File: src/rtl/z80_bus_fabric.sv
// z80_bus_fabric: CPU-side bus fabric between the tv80s core and N peripheral
// slots. Latches the winning slot at access start, inserts per-slot wait
// states, honours slave ready and returns DEFAULT_DATA for unmapped reads.
// Optional feature macro: BUS_TIMEOUT_EN (forces completion of hung slaves
// after TIMEOUT consecutive HOLD cycles and raises a sticky bus error).
module z80_bus_fabric #(
  parameter int                N_SLOTS      = 8,
  parameter int                DATA_W       = 8,
  parameter int                WAIT_W       = 4,
  parameter logic [DATA_W-1:0] DEFAULT_DATA = 8'hFF,
  parameter int                TIMEOUT      = 255
) (
  input  logic                        clk_i,
  input  logic                        rst_i,
  input  logic                        mreq_n,
  input  logic                        ioreq_n,
  input  logic                        rd_n,
  input  logic                        wr_n,
  output logic [DATA_W-1:0]           cpu_data_o,
  output logic                        wait_n_o,
  input  logic [N_SLOTS-1:0]          slot_cs_i,
  input  logic [N_SLOTS*DATA_W-1:0]   slot_data_i,
  input  logic [N_SLOTS-1:0]          slot_ready_i,
  input  logic [N_SLOTS*WAIT_W-1:0]   wait_cfg_i,
  output logic [N_SLOTS-1:0]          slot_stb_o,
  input  logic                        err_clr_i,
  output logic                        bus_err_o,
  output logic [3:0]                  err_slot_o
);

  localparam int SLOT_W = (N_SLOTS > 1) ? $clog2(N_SLOTS) : 1;

  typedef enum logic [1:0] {
    ST_IDLE,
    ST_WAIT,
    ST_HOLD,
    ST_DONE
  } state_t;

  state_t              r_state;
  state_t              w_next;
  logic                r_act_q;
  logic                r_is_rd;
  logic [SLOT_W-1:0]   r_slot_q;
  logic [WAIT_W-1:0]   r_cnt;
  logic [DATA_W-1:0]   r_rdata;

  logic                w_act;
  logic                w_start;
  logic                w_mapped;
  logic [SLOT_W-1:0]   w_sel;
  logic [SLOT_W-1:0]   w_dsel;
  logic [WAIT_W-1:0]   w_cfg;
  logic [DATA_W-1:0]   w_slot_data;
  logic                w_ready;
  logic                w_timeout;
  logic                w_rd_xfer;

  // A start is the first cycle of an active strobe pair seen from IDLE.
  assign w_act    = (~mreq_n | ~ioreq_n) & (~rd_n | ~wr_n);
  assign w_start  = (r_state == ST_IDLE) & w_act & ~r_act_q & ~rst_i;
  assign w_mapped = |slot_cs_i;

  // Lowest-index chip select wins when several are asserted.
  always_comb begin
    w_sel = '0;
    for (int k = N_SLOTS - 1; k >= 0; k--) begin
      if (slot_cs_i[k]) begin
        w_sel = SLOT_W'(k);
      end
    end
  end

  // In the start cycle the live decode selects the slot; afterwards the latched one.
  assign w_dsel      = (r_state == ST_IDLE) ? w_sel : r_slot_q;
  assign w_slot_data = slot_data_i[w_dsel*DATA_W +: DATA_W];
  assign w_cfg       = wait_cfg_i[w_sel*WAIT_W +: WAIT_W];
  assign w_ready     = slot_ready_i[w_dsel];
  assign w_rd_xfer   = w_start ? ~rd_n : r_is_rd;

`ifdef BUS_TIMEOUT_EN
  localparam int TO_W = ($clog2(TIMEOUT + 1) > 8) ? $clog2(TIMEOUT + 1) : 8;

  logic [TO_W-1:0] r_to_cnt;
  logic            r_bus_err;
  logic [3:0]      r_err_slot;

  // The forcing cycle is the TIMEOUT-th consecutive HOLD cycle without ready.
  assign w_timeout = (r_state == ST_HOLD) & w_act & ~w_ready &
                     (r_to_cnt == TO_W'(TIMEOUT - 1));

  // Count consecutive HOLD cycles; set the sticky error with priority over clear.
  always_ff @(posedge clk_i) begin
    if (rst_i) begin
      r_to_cnt   <= '0;
      r_bus_err  <= 1'b0;
      r_err_slot <= '0;
    end else begin
      if (r_state != ST_HOLD) begin
        r_to_cnt <= '0;
      end else begin
        r_to_cnt <= r_to_cnt + TO_W'(1);
      end
      if (w_timeout) begin
        r_bus_err  <= 1'b1;
        r_err_slot <= 4'(r_slot_q);
      end else if (err_clr_i) begin
        r_bus_err <= 1'b0;
      end
    end
  end

  assign bus_err_o  = r_bus_err;
  assign err_slot_o = r_err_slot;
`else
  logic w_unused;

  assign w_timeout  = 1'b0;
  assign bus_err_o  = 1'b0;
  assign err_slot_o = 4'd0;
  assign w_unused   = err_clr_i ^ (TIMEOUT == 0);
`endif

  // Next-state decode; abort on strobe release takes precedence in WAIT/HOLD.
  always_comb begin
    w_next = r_state;
    case (r_state)
      ST_IDLE: begin
        if (w_start) begin
          if (!w_mapped) begin
            w_next = ST_DONE;
          end else if (w_cfg != '0) begin
            w_next = ST_WAIT;
          end else if (!w_ready) begin
            w_next = ST_HOLD;
          end else begin
            w_next = ST_DONE;
          end
        end
      end
      ST_WAIT: begin
        if (!w_act) begin
          w_next = ST_IDLE;
        end else if (r_cnt == '0) begin
          w_next = w_ready ? ST_DONE : ST_HOLD;
        end
      end
      ST_HOLD: begin
        if (!w_act) begin
          w_next = ST_IDLE;
        end else if (w_ready || w_timeout) begin
          w_next = ST_DONE;
        end
      end
      ST_DONE: begin
        if (!w_act) begin
          w_next = ST_IDLE;
        end
      end
      default: w_next = ST_IDLE;
    endcase
  end

  // The CPU is held only while the access will still be pending next cycle,
  // so the completing cycle already releases wait_n.
  assign wait_n_o = rst_i | ~((w_next == ST_WAIT) | (w_next == ST_HOLD));

  assign slot_stb_o = (w_start && w_mapped) ? (N_SLOTS'(1) << w_sel) : '0;

  // Read data: live slot data while in flight, captured data once done.
  always_comb begin
    cpu_data_o = DEFAULT_DATA;
    case (r_state)
      ST_WAIT, ST_HOLD: cpu_data_o = w_slot_data;
      ST_DONE:          cpu_data_o = r_rdata;
      default: begin
        if (w_start && w_mapped) begin
          cpu_data_o = w_slot_data;
        end
      end
    endcase
  end

  // State register, access latches, wait counter and read-data capture.
  always_ff @(posedge clk_i) begin
    if (rst_i) begin
      r_state  <= ST_IDLE;
      r_act_q  <= 1'b1;
      r_is_rd  <= 1'b0;
      r_slot_q <= '0;
      r_cnt    <= '0;
      r_rdata  <= DEFAULT_DATA;
    end else begin
      r_state <= w_next;
      r_act_q <= w_act;
      if (w_start) begin
        r_slot_q <= w_sel;
        r_is_rd  <= ~rd_n;
        r_cnt    <= w_cfg - WAIT_W'(1);
      end else if (r_state == ST_WAIT && r_cnt != '0) begin
        r_cnt <= r_cnt - WAIT_W'(1);
      end
      if (w_next == ST_DONE && r_state != ST_DONE) begin
        if (w_timeout) begin
          r_rdata <= DEFAULT_DATA;
        end else if (w_rd_xfer) begin
          r_rdata <= (w_start && !w_mapped) ? DEFAULT_DATA : w_slot_data;
        end
      end
    end
  end

endmodule

File: config.mk
export PLATFORM = sky130hd
export DESIGN_NAME = z80_bus_fabric
export DESIGN_NICKNAME = d
export VERILOG_FILES = /design/src/rtl/z80_bus_fabric.sv
export SDC_FILE = /design/constraint.sdc
export NUM_CORES = 1
export LEC_CHECK = 0
export BUFFER_PORTS_ARGS = -buffer_cell sky130_fd_sc_hd__buf_2
export CAP_MARGIN = 20
export CORE_ASPECT_RATIO = 1.4
export CORE_MARGIN = 2
export CORE_UTILIZATION = 40
export DETAILED_ROUTE_END_ITERATION = 12
export MAX_ROUTING_LAYER = met4
export PLACE_DENSITY = 0.85
export SYNTH_ARGS = -nofsm -noshare
export SYNTH_HDL_FRONTEND = slang
export SYNTH_SLANG_ARGS = --single-unit
File: constraint.sdc
create_clock -name clk_i -period 3.1 [get_ports clk_i]
set_input_delay 0.155 -clock clk_i [delete_from_list [all_inputs] [get_ports clk_i]]
set_output_delay 0.155 -clock clk_i [all_outputs]
set_load 0.005 [all_outputs]
# == After elaboration in Yosys (flattened, before gate mapping) ==
# Index checks and enable logic that the tools add are counted.
# word_totals
register_bits,19
in_bits,119
output_inout_bits,22
elab_cells,75
# op_classes
addsub,2
n_lt_le_gt_ge,1
n_eq_ne,7
shifts,3
mux,28
bitwise_logic,15
n_reduce_logical,13
# op_table
cell,count
indexed part select 64 x 7 -> 8 bit,1
indexed part select 32 x 6 -> 4 bit,1
two-way mux 3 bit,9
two-way mux 8 bit,3
two-way mux 2 bit,8
case mux 8 bit (2 select lines),1
"== test 2 bit, second input constant",4
two-way mux 4 bit,2
case mux 2 bit (4 select lines),1
nonzero test 4 bit,2
OR reduction 8 bit,1
"<< shifter 1 x 3 -> 8 bit, first input constant",1
"subtractor 4 x 1 -> 4 bit, second input constant",2
NOT 1 bit,7
bitwise AND 1 bit,4
"== test 2 x 1 -> 1 bit, second input constant",2
logical AND 1 bit,4
zero test 4 bit,1
"< comparator 3 x 4 -> 1 bit, second input constant",1
OR 1 bit,4
binary-select mux 1 bit (select 3 bit),1
two-way mux 1 bit,3
zero test 2 bit,1
"inequality test 2 bit, second input constant",1
4 further kinds,4

# == Longest topological paths before layout ==
# logic_depth
depth_word,20
ltp_mapped,17
ltp_nobuf,15

# == Worst setup path after synthesis ==
# OpenSTA, ideal clock, no wires.
# synth_timing
path_kind,register to register
startpoint,register r_state[1]
endpoint,register r_rdata[0]
setup_ns,0.130
arrival_ns,3.283
required_ns,2.970
setup_slack_ns,-0.312
path_stages_with_launch,17
n_path_buf,2
period_less_slack_ns,3.412
cell_sequence,dfxtp_1 > inv_1 > ha_1 > clkbuf_1 > nor2b_1 > a31oi_1 > buf_4 > mux2i_1 > mux2i_1 > mux2i_1 > o31ai_1 > or2_2 > ha_1 > nor3b_1 > o21ai_1 > o22ai_1 > nand2_1
# synth_via
word_cells_on_any_way,28
classes_between,5 x eq/ne; 1 x shift; 15 x mux; 3 x bitwise; 4 x reduce/logical
# synth_lines
item,line_no,rtl
start: declaration,40,state_t r_state;
start signal: assignment,194,r_state <= w_next;
zero test 2 bit,"61, 75, 127",
two-way mux 3 bit,75,assign w_dsel = (r_state == ST_IDLE) ? w_sel : r_slot_q;
binary-select mux 1 bit (select 3 bit),78,assign w_ready = slot_ready_i[w_dsel];
two-way mux 1 bit (implied by the code),78,
two-way mux 2 bit,151,end else if (w_ready || w_timeout) begin
two-way mux 2 bit,149,if (!w_act) begin
case mux 2 bit (4 select lines) *,127,case (r_state)
net w_next[1],41,state_t w_next;
== test 2 bit *,203,if (w_next == ST_DONE && r_state != ST_DONE) begin
logical AND 1 bit *,203,
AND reduction 2 bit (no source line) *,-,
end signal: assignment,207,r_rdata <= (w_start && !w_mapped) ? DEFAULT_DATA : w_slot_data;
end: declaration,46,logic [DATA_W-1:0] r_rdata;
# The timed path passes the listed nets; every way through them passes the cells marked *. The select of a mux whose other input is x is not followed.
# A chain may end at the register's enable or synchronous reset.

# == Worst setup path in the final report ==
# layout_timing
startpoint,input port slot_cs_i[7]
endpoint,register r_rdata[1]
# layout_via
elab_chain_len,19
word_cells_on_any_way,30
classes_between,1 x eq/ne; 2 x shift; 21 x mux; 6 x reduce/logical
# layout_rtl
item,line_no,rtl
start: declaration,21,"input logic [N_SLOTS-1:0] slot_cs_i,"
"parallel branches: the longest is 15 deep, another holds indexed part select 32 x 6 -> 4 bit",-,
case mux 2 bit (4 select lines) *,127,
net w_next[0],41,
== test 2 bit *,203,
logical AND 1 bit *,203,
AND reduction 2 bit (no source line) *,-,
# Mark *: on every way through the listed nets, which the timed path passes. The select of a mux whose other input is x is not followed.

==> metrics <==
outcome=finished, final reports clean; clk_skew=about 0.0017 ns; vias per inst=5.52; Worst EP required=3.24 ns; Seq cells post-synth=19; clock buffer depth=2; max-slew violation count=0; HP Class=in2reg; maximum VDD drop=0.000255 V; Max Cap Viol=0; Post-CTS Setup Repair Bufs=0; Post-Synthesis Cells=305; Design Area, Final=0.00329 mm²; Hold Worst Slack=0.194 ns; htree depth=1; global-route wire length before repair=between 10,000 and 15,000 µm; Mapped Area=0.00237 mm²; TritonRoute pass-1 iters=4; clock sink count=19; Mean Syn Cell Area=7.79 µm²; DRT Wirelength=between 7000 and 8000 µm; Antenna Nets Post-Route=0; worst rel slew slack=58.7%; critical path launch point type=primary input; vias=2,855; PwrDens=520 mW/mm²; Starting Density=41.1%; die height=between 90 and 100 µm; gr usage total=22.0%; layout filler cell count=544; Die ar.=0.00658 mm²; Setup crit end kind=flip-flop; asr flop ratio synth=0%; nets=574; Synth cell types=48; vias in the first global route=approximately 2,700; sequential fraction of the synthesis area=16.0%; dpl cell area=0.00318 mm²; Final Cycle Share=93.5%; Worst Path Class, Setup=in2reg; CP arrival=3.04 ns; RePlAce Congestion=between 0.9 and 1; reg2reg setup slack=0.21 ns; Primary FF master, synth=dfxtp_1; row count=33; worst-margin pin slew=0.619 ns; antenna violations before repair=0; RSZ-0062 raised after global routing=no; gr ovfl total=0; DR iter-0 viols=116; number of diodes=0; HPWL Detailed=just over 6000 µm; Core Area=0.00578 mm²; Tmin final=2.90 ns; die width=~69 µm; clock root buffer=clkbuf_8; TritonCTS Buffers=3; yosys warns=0; Remaining DRCs=0; Static Leak=between 0.0015 and 0.002 µW; IO buf count=approximately 130; final setup vio count=0; Post-synth EDFFs=0; Peak Freq=about 350 MHz; share of cells above drive strength 1=43.2%; Final Hold Violating Endpoints=0; CTS tree=done; clock latency on the worst-skew pair=0.26 ns; top-level I/O count=141; Max Fanout on Critical Path=6; Area Growth Syn to Fin=38.7%; Clock transition at path regs=0.07 ns; wire per inst=between 10 and 15 µm; largest net degree at the start of global routing=33
-- synthesized netlist by cell type (2+ instances only) --
library cell	n	share of area [%]
a221oi_2	5	3.2
a221oi_1	4	1.5
nor4b_1	2	0.74
mux2i_1	60	25
o21ai_0	15	3.2
and3_1	2	0.53
o21a_1	2	0.63
o22ai_1	14	3.7
mux2_2	8	3.8
dfxtp_1	19	16
buf_4	8	2.5
inv_1	11	1.7
nand3_1	3	0.63
clkbuf_1	7	1.1
nor2b_1	4	1.1
a21oi_1	17	3.6
o31ai_1	2	0.63
xnor2_1	2	0.74
nor4_1	2	0.53
o221ai_1	5	1.8
a22oi_1	2	0.63
and2_1	3	0.79
nor2_1	42	6.6
buf_6	5	2.4
ha_1	7	3.7
nand2b_1	3	0.79
or2_2	5	1.3
nand2_1	18	2.8
nor3_1	8	1.7
a21boi_0	2	0.63
-- power by group --
group | total (µW) | internal [µW] | switching (µW)
Combinational | 1250 | 621 | 625
Sequential | 291 | 266 | 24.5
Clock | 178 | 89.6 | 88.2
Total | 1710 | 977 | 738
-- path summary, 6_finish.rpt --
kind / from / endpoint / depth (start not counted)
max: slot_cs_i[7] / r_rdata[1] / 15
min: rst_i / r_state[0] / 2
max reg2reg: r_state[1] / r_rdata[1] / 16
min reg2reg: r_slot_q[2] / r_slot_q[2] / 2
-- cell type report --
class                   instances  area (µm²)  share of cell area, %
clock inverters                 1        5.00                  0.152
flip-flops and latches         19         383                   11.6
repair buffers                156         866                   26.3
inverters                      11        41.3                   1.25
multi-input cells             257        1870                   56.8
clock buffers                   3        41.3                   1.25
well taps                      70        87.6                   2.66
-- kinds of logic after synthesis --
family                     count (synthesis)  synth area share, %
xor gates and xnor gates                   2                0.738
muxes                                     68                 29.1
buffers and inverters                     33                 8.11
other                                      1                0.158
DFF                                       19                 16.0
adders and majority gates                  7                 3.69
and+or+nand+nor                           95                 18.4
AOI/OAI and AO/OA                         80                 23.8
-- sequential cells by signal, summed over array words and instances (netlist names) --
name / count
r_state: 2
r_rdata: 8
r_is_rd: 1
r_slot_q: 3
r_act_q: 1
r_cnt: 4
-- metrics by stage --
step | power (µW) | util, % | setup TNS [ns] | setup slack (ns) | instances
after floorplan | 1150 | - | 0 | 0.00107 | 309
after global placement | 1430 | 55.0 | -0.547 | -0.0724 | 512
after detailed placement | 1450 | 55.0 | -1.56 | -0.206 | 512
after CTS | 1640 | 55.9 | 0 | 0.0525 | 516
after global routing | 1840 | 57.0 | 0 | 0.0000344 | 517
final | 1710 | 57.0 | 0 | 0.203 | 517
-- placed cells by master, fill, tap and decap left out, drive strengths merged, types with 4 or more instances in the layout --
master / Yosys / layout
a21oi: 17 / 17
a221oi: 9 / 9
buf: 15 / 155
clkbuf: 7 / 4
conb: 1 / 5
dfxtp: 19 / 19
ha: 7 / 7
inv: 11 / 11
mux2: 8 / 8
mux2i: 60 / 60
nand2: 18 / 18
nor2: 42 / 42
nor2b: 4 / 4
nor3: 8 / 8
o21ai: 16 / 16
o221ai: 5 / 5
o22ai: 14 / 14
or2: 5 / 5
-- per-layer routing --
layer  share of wire [%]  up-vias  track usage, %
met5                   0        -               -
li1                    -     1404               -
met2                  54       82            40.4
met1                  41     1358            25.2
met4                 1.7        0            7.35
met3                 3.5       11            2.01
-- critical path, cell delays in order --
cell and delay (ns):
buf_2 0.10, or4_1 0.64, a31oi_2 0.20, buf_4 0.17, mux2i_1 0.21, mux2i_1 0.10
mux2i_1 0.25, nor2_1 0.10, a221oi_2 0.20, nand2_1 0.10, ha_1 0.20, nor3b_4 0.16
buf_4 0.19, o22ai_1 0.17, nand2_1 0.07
-- repair_timing --
action	in CTS	in global routing
setup endpoints to repair	14	17
resized for setup	3	9
hold buffers	0	0
gates cloned	0	1
Power figures use the tool's default switching activity.
